[src/rtl/ascon_state_serializer.sv]
`default_nettype none
// ============================================================================
// Module   : ascon_state_serializer
// Brief    : Bit-slices IV/key/nonce into the bit-serial Ascon permutation and
//            streams round constants MSB-first from an independent engine.
// Revision : 1.0 - initial release
// ============================================================================
module ascon_state_serializer #(
   parameter int PB_OFFSET = 6
) (
   input  logic         clk,
   input  logic         rst,
   input  logic         start,
   input  logic [1:0]   load_sel,
   input  logic [63:0]  iv,
   input  logic [127:0] key,
   input  logic [127:0] nonce,
   output logic [4:0]   serial_data,
   output logic         serial_valid,
   output logic         busy,
   output logic         done,
   input  logic         const_start,
   input  logic         const_mode,
   input  logic [3:0]   round_idx,
   output logic         const_bit,
   output logic         const_valid,
   output logic         const_err
);

   typedef enum logic [0:0] {
      ST_IDLE  = 1'b0,
      ST_SHIFT = 1'b1
   } state_t;

   localparam logic [5:0] c_last_slice = 6'd63;
   localparam logic [5:0] c_max_k      = 6'd11;

   state_t       r_state;
   logic [5:0]   r_cnt;
   logic [63:0]  r_iv;
   logic [127:0] r_key;
   logic [127:0] r_nonce;
   logic [1:0]   r_sel;

   logic [7:0]   r_cshift;
   logic [2:0]   r_crem;

   logic [5:0]   w_k;
   logic [7:0]   w_cbyte;

   assign w_k     = {2'b00, round_idx} + (const_mode ? 6'(PB_OFFSET) : 6'd0);
   assign w_cbyte = {4'd15 - w_k[3:0], w_k[3:0]};

   // Slice i takes bit (63-i) of every 64-bit lane, with unloaded lanes masked.
   function automatic logic [4:0] slice_of(
      input logic [63:0]  f_iv,
      input logic [127:0] f_key,
      input logic [127:0] f_nonce,
      input logic [1:0]   f_sel,
      input logic [5:0]   f_i
   );
      logic [4:0] raw;
      logic [4:0] mask;
      raw = {f_iv[6'd63 - f_i],
             f_key[7'd127 - {1'b0, f_i}],
             f_key[7'd63 - {1'b0, f_i}],
             f_nonce[7'd127 - {1'b0, f_i}],
             f_nonce[7'd63 - {1'b0, f_i}]};
      case (f_sel)
         2'd0:    mask = 5'b11111;
         2'd1:    mask = 5'b01000;
         2'd2:    mask = 5'b00100;
         default: mask = 5'b01100;
      endcase
      return raw & mask;
   endfunction

   always_ff @(posedge clk) begin
      if (!rst) begin
         r_state      <= ST_IDLE;
         r_cnt        <= 6'd0;
         r_iv         <= 64'd0;
         r_key        <= 128'd0;
         r_nonce      <= 128'd0;
         r_sel        <= 2'd0;
         serial_data  <= 5'd0;
         serial_valid <= 1'b0;
         busy         <= 1'b0;
         done         <= 1'b0;
      end else begin
         done <= 1'b0;
         case (r_state)
            ST_IDLE: begin
               if (start) begin
                  r_iv         <= iv;
                  r_key        <= key;
                  r_nonce      <= nonce;
                  r_sel        <= load_sel;
                  r_cnt        <= 6'd0;
                  r_state      <= ST_SHIFT;
                  serial_data  <= slice_of(iv, key, nonce, load_sel, 6'd0);
                  serial_valid <= 1'b1;
                  busy         <= 1'b1;
               end
            end
            ST_SHIFT: begin
               if (r_cnt == c_last_slice) begin
                  r_state      <= ST_IDLE;
                  r_cnt        <= 6'd0;
                  serial_data  <= 5'd0;
                  serial_valid <= 1'b0;
                  busy         <= 1'b0;
                  done         <= 1'b1;
               end else begin
                  r_cnt       <= r_cnt + 6'd1;
                  serial_data <= slice_of(r_iv, r_key, r_nonce, r_sel, r_cnt + 6'd1);
               end
            end
            default: r_state <= ST_IDLE;
         endcase
      end
   end

   // Constant engine: const_valid doubles as its busy flag.
   always_ff @(posedge clk) begin
      if (!rst) begin
         r_cshift    <= 8'd0;
         r_crem      <= 3'd0;
         const_bit   <= 1'b0;
         const_valid <= 1'b0;
         const_err   <= 1'b0;
      end else begin
         const_err <= 1'b0;
         if (const_valid) begin
            if (r_crem == 3'd0) begin
               const_valid <= 1'b0;
               const_bit   <= 1'b0;
            end else begin
               const_bit <= r_cshift[7];
               r_cshift  <= {r_cshift[6:0], 1'b0};
               r_crem    <= r_crem - 3'd1;
            end
         end else if (const_start) begin
            if (w_k <= c_max_k) begin
               const_bit   <= w_cbyte[7];
               const_valid <= 1'b1;
               r_cshift    <= {w_cbyte[6:0], 1'b0};
               r_crem      <= 3'd7;
            end else begin
               const_err <= 1'b1;
            end
         end
      end
   end

endmodule
`default_nettype wire

[config.mk]
export PLATFORM = sky130hd
export DESIGN_NAME = ascon_state_serializer
export DESIGN_NICKNAME = d
export VERILOG_FILES = /design/src/rtl/ascon_state_serializer.sv
export SDC_FILE = /design/constraint.sdc
export NUM_CORES = 1
export LEC_CHECK = 0
export ABC_CLOCK_PERIOD_IN_PS = 2700
export CAP_MARGIN = 20
export CORE_ASPECT_RATIO = 1.2
export CORE_MARGIN = 5
export CORE_UTILIZATION = 46
export DETAILED_ROUTE_END_ITERATION = 16
export GPL_TIMING_DRIVEN = 0
export PLACE_DENSITY = 0.76
export RECOVER_POWER = 100
export SYNTH_ARGS = -nofsm -noshare
export SYNTH_HDL_FRONTEND = slang
export SYNTH_SLANG_ARGS = --single-unit
export TNS_END_PERCENT = 20
[constraint.sdc]
create_clock -name clk -period 2.7 [get_ports clk]
set_input_delay 0.27 -clock clk [delete_from_list [all_inputs] [get_ports clk]]
set_output_delay 0.27 -clock clk [all_outputs]
set_load 0.05 [all_outputs]
==> metrics.md <==
| Metric | Value |
|---|---|
| DRC viols | `0` |
| Yosys cell types | `48` |
| Synth-to-Final Area Change | `33.8%` |
| Critical-path top delay cell | `clkbuf_2` |
| Origin of the critical flop-to-flop path | `r_cnt[1]$_SDFFE_PN0P_` |
| RSZ-0062 raised after global routing | `true` |
| CTS max path bufs | `3` |
| RD Place Congestion | `0.876` |
| Full die area | `0.0383 mm²` |
| Critical path origin | `r_cnt[1]$_SDFFE_PN0P_` |
| Routed vias | `14,300` |
| Clk sinks | `349` |
| Largest net degree at the start of global routing | `15` |
| Stages on the worst setup path | `8` |
| Design area | `0.0212 mm²` |
| CP delay by family, top | `multiplexers` |
| Worst r2r path cells | `8` |
| Vias in the first global route | `14,500` |
| Clock Skew | `0.0158 ns` |
| Crit path largest cell delay | `0.40 ns` |
| Largest area contributor in the netlist | `dfxtp_1` |
| PD cells | `593 mW/mm²` |
| Die height | `213 µm` |
| Antenna violations before repair | `8` |
| Synth area leaders | `dfxtp_1, nand2_1, a21boi_0` |
| Least-Margin Pin Slew | `1.01 ns` |
| Share of cells above drive strength 1 | `0.0788` |
| Static Leak | `0.00770 µW` |
| Count of flip-flops with a built-in enable after synthesis | `0` |
| Hold crit path type | `primary input to flip-flop` |
| CORE AREA | `0.0341 mm²` |
| Routed WL | `50,600 µm` |
| Critical Path, Cell by Cell | `ha_1, buf_4, clkbuf_2, mux4_2, mux2i_1, a32oi_1, and4_1, or3_1` |
| Worst hold slack | `0.308 ns` |
| Crit-path max FO | `10` |
| Avg Inst Size Synth | `8.77 µm²` |
| Worst EP arrival | `3.06 ns` |
| GRT Residual Overflow | `0` |
| H-Tree Depth | `2` |
| Syn. warnings | `0` |
| Via/cell ratio | `5.31` |
| DRT antenna net count | `0` |
| Placed Area | `0.0198 mm²` |
| CTS Root Cell | `clkbuf_16` |
| Number of hold violations in the final report | `0` |
| FF+latch count, synth | `349` |
| Worst Path Buf+Inv | `2` |
| Setup CP Type | `flip-flop to flip-flop` |
| Row cnt | `74` |
| Critical path endpoint | `serial_data[0]$_SDFFE_PN0P_` |
| Die width | `180 µm` |
| Mapped Area | `0.0159 mm²` |
| Top_reg_cell synth | `dfxtp_1` |
| Num CTS Buffers | `37` |
| Seq/Total Area, Yosys | `0.440` |
| Fin crit share | `0.984` |
| Peak VDD IR | `0.401 mV` |
| First-pass GRT wire length | `76,800 µm` |
| Relative slew slack | `0.320` |
| Fmax | `376 MHz` |
| Status | `completed` |
| Cells after Synth | `1,809` |
| Worst path required time | `3.10 ns` |
| Ports | `342` |
| Clock-pin slew on the worst setup and hold paths | `0.06 ns` |
| WL per Instance | `18.8 µm` |
| Fin nets | `2,531` |
| Startpoint types | `flip-flop` |
| GRT Util Overall | `0.252` |
| R2R Setup Slk | `0.04 ns` |
| Max-cap viol count | `0` |
| Max-slew violations | `0` |
| Iter 0 DRT Violations | `1,037` |
| Post-synth top area share | `0.440` |
| Starting density of the core | `0.466` |
| Post-Syn Nets | `2,146` |
| Worst-Skew Late Latency | `0.52 ns` |
| Power, Total | `12,600 µW` |
| Post-layout min period | `2.66 ns` |
| Critical path endpoint category | `flip-flop` |
| FFs w/ async S/R, synth | `0` |
| Initial DRT Pass Iterations | `5` |
| IO buf count | `341` |
| R2R Path End | `serial_data[0]$_SDFFE_PN0P_` |
| CTS tree | `yes` |
| Final setup viols | `0` |
| Hpwl dp | `38,200 µm` |
==> worst register-to-register path: cells and delay by family (launching register included) <==
kind                     cells  cell delay [ns]
AO/OA/AOI/OAI                1             0.09
buffers and inverters        2             0.61
multiplexers                 2             0.69
AND/OR/NAND/NOR              2             0.53
adder cells (fa/ha/maj)      1             0.28
flip-flops                   1             0.36
==> per-layer routing <==
metal / global-route usage / vias to the layer above / share of wire
met1: 0.311 / 6682 / 0.40
met3: 0.0412 / 123 / 0.065
met5: 0 / - / 0.00026
met2: 0.433 / 570 / 0.49
met4: 0.122 / 2 / 0.044
li1: - / 6887 / -
==> metrics by stage <==
step	utilization	cells	setup TNS (ns)	setup slack (ns)
after floorplan	-	1809	0	0.0263
after global placement	0.583	2606	-11.05	-0.938
after detailed placement	0.583	2606	-18.03	-0.935
after CTS	0.622	2675	0	0.00600
after global routing	0.623	2684	-0.0221	-0.0221
final	0.623	2684	0	0.0435
==> cells in the final DEF, fill, tap and decap left out, types with 18 or more instances in the layout <==
cell,n
nand2_1,706
dfxtp_1,348
clkdlybuf4s50_1,329
a21boi_0,327
clkbuf_1,128
mux4_2,80
clkbuf_16,39
nand3_1,23
nor2b_1,18
==> sequential cells by signal, indices dropped and copies added, names as in the netlist <==
signal       flops
busy             1
const_bit        1
const_err        1
const_valid      1
done             1
r_cnt            6
r_crem           3
r_cshift         7
r_iv            64
r_key          128
r_nonce        128
r_sel            2
r_state          1
serial_data      5
==> synth_stat cells, drive strengths merged (10+ instances only) <==
library cell  number
nand2            706
mux2i             17
nor2              12
nor2b             18
nand3             23
dfxtp            349
a21boi           327
mux4              80
inv               12
nand2b            10
a21oi             13
buf               23
clkbuf           123
==> power breakdown <==
part           leakage (µW)  internal (µW)  total, µW  switching, µW
combinational       0.00424            975       1900            927
clock              0.000600           3010       5070           2060
sequential          0.00286           5460       5620            157
total               0.00770           9450      12600           3140
==> how the worst min path moves through the flow <==
stage	from	end	cells after the start
after floorplan	key[100]	r_key[100]$_SDFFE_PN0P_	2
after global placement	r_key[19]$_SDFFE_PN0P_	r_key[19]$_SDFFE_PN0P_	2
after detailed placement	r_key[37]$_SDFFE_PN0P_	r_key[37]$_SDFFE_PN0P_	2
after CTS	nonce[23]	r_nonce[23]$_SDFFE_PN0P_	3
after global routing	nonce[52]	r_nonce[52]$_SDFFE_PN0P_	3
final	key[27]	r_key[27]$_SDFFE_PN0P_	3
==> cell type report <==
class | count | area, µm²
fillers | 2928 | 12800
plain buffers | 146 | 657
well taps | 456 | 571
flip-flops and latches | 349 | 6990
clock buffers | 54 | 1090
multi-input cells | 1302 | 8270
repair buffers | 346 | 3460
inverters | 12 | 45.0
diodes | 7 | 17.5
clock inverters | 12 | 124
==> cells by family (layout without fill, tap and decap cells) <==
group	after synthesis	count (layout)	share of synthesized area
other	0	7	0
XOR/XNOR	7	7	0.00481
adder cells (fa/ha/maj)	6	6	0.00521
multiplexers	97	97	0.124
AO/OA/AOI/OAI	391	391	0.184
AND/OR/NAND/NOR	801	801	0.202
buffers and inverters	158	570	0.0401
flip-flops	349	349	0.440
==> repair_timing <==
item	4_1_cts	5_1_grt
hold buffers	0	0
pin swaps	1	3
setup endpoints to repair	6	13
gates resized for setup	29	10
endpoints found under the hold margin	0	0
setup buffers	3	2
(Power assumes the default switching activity.)
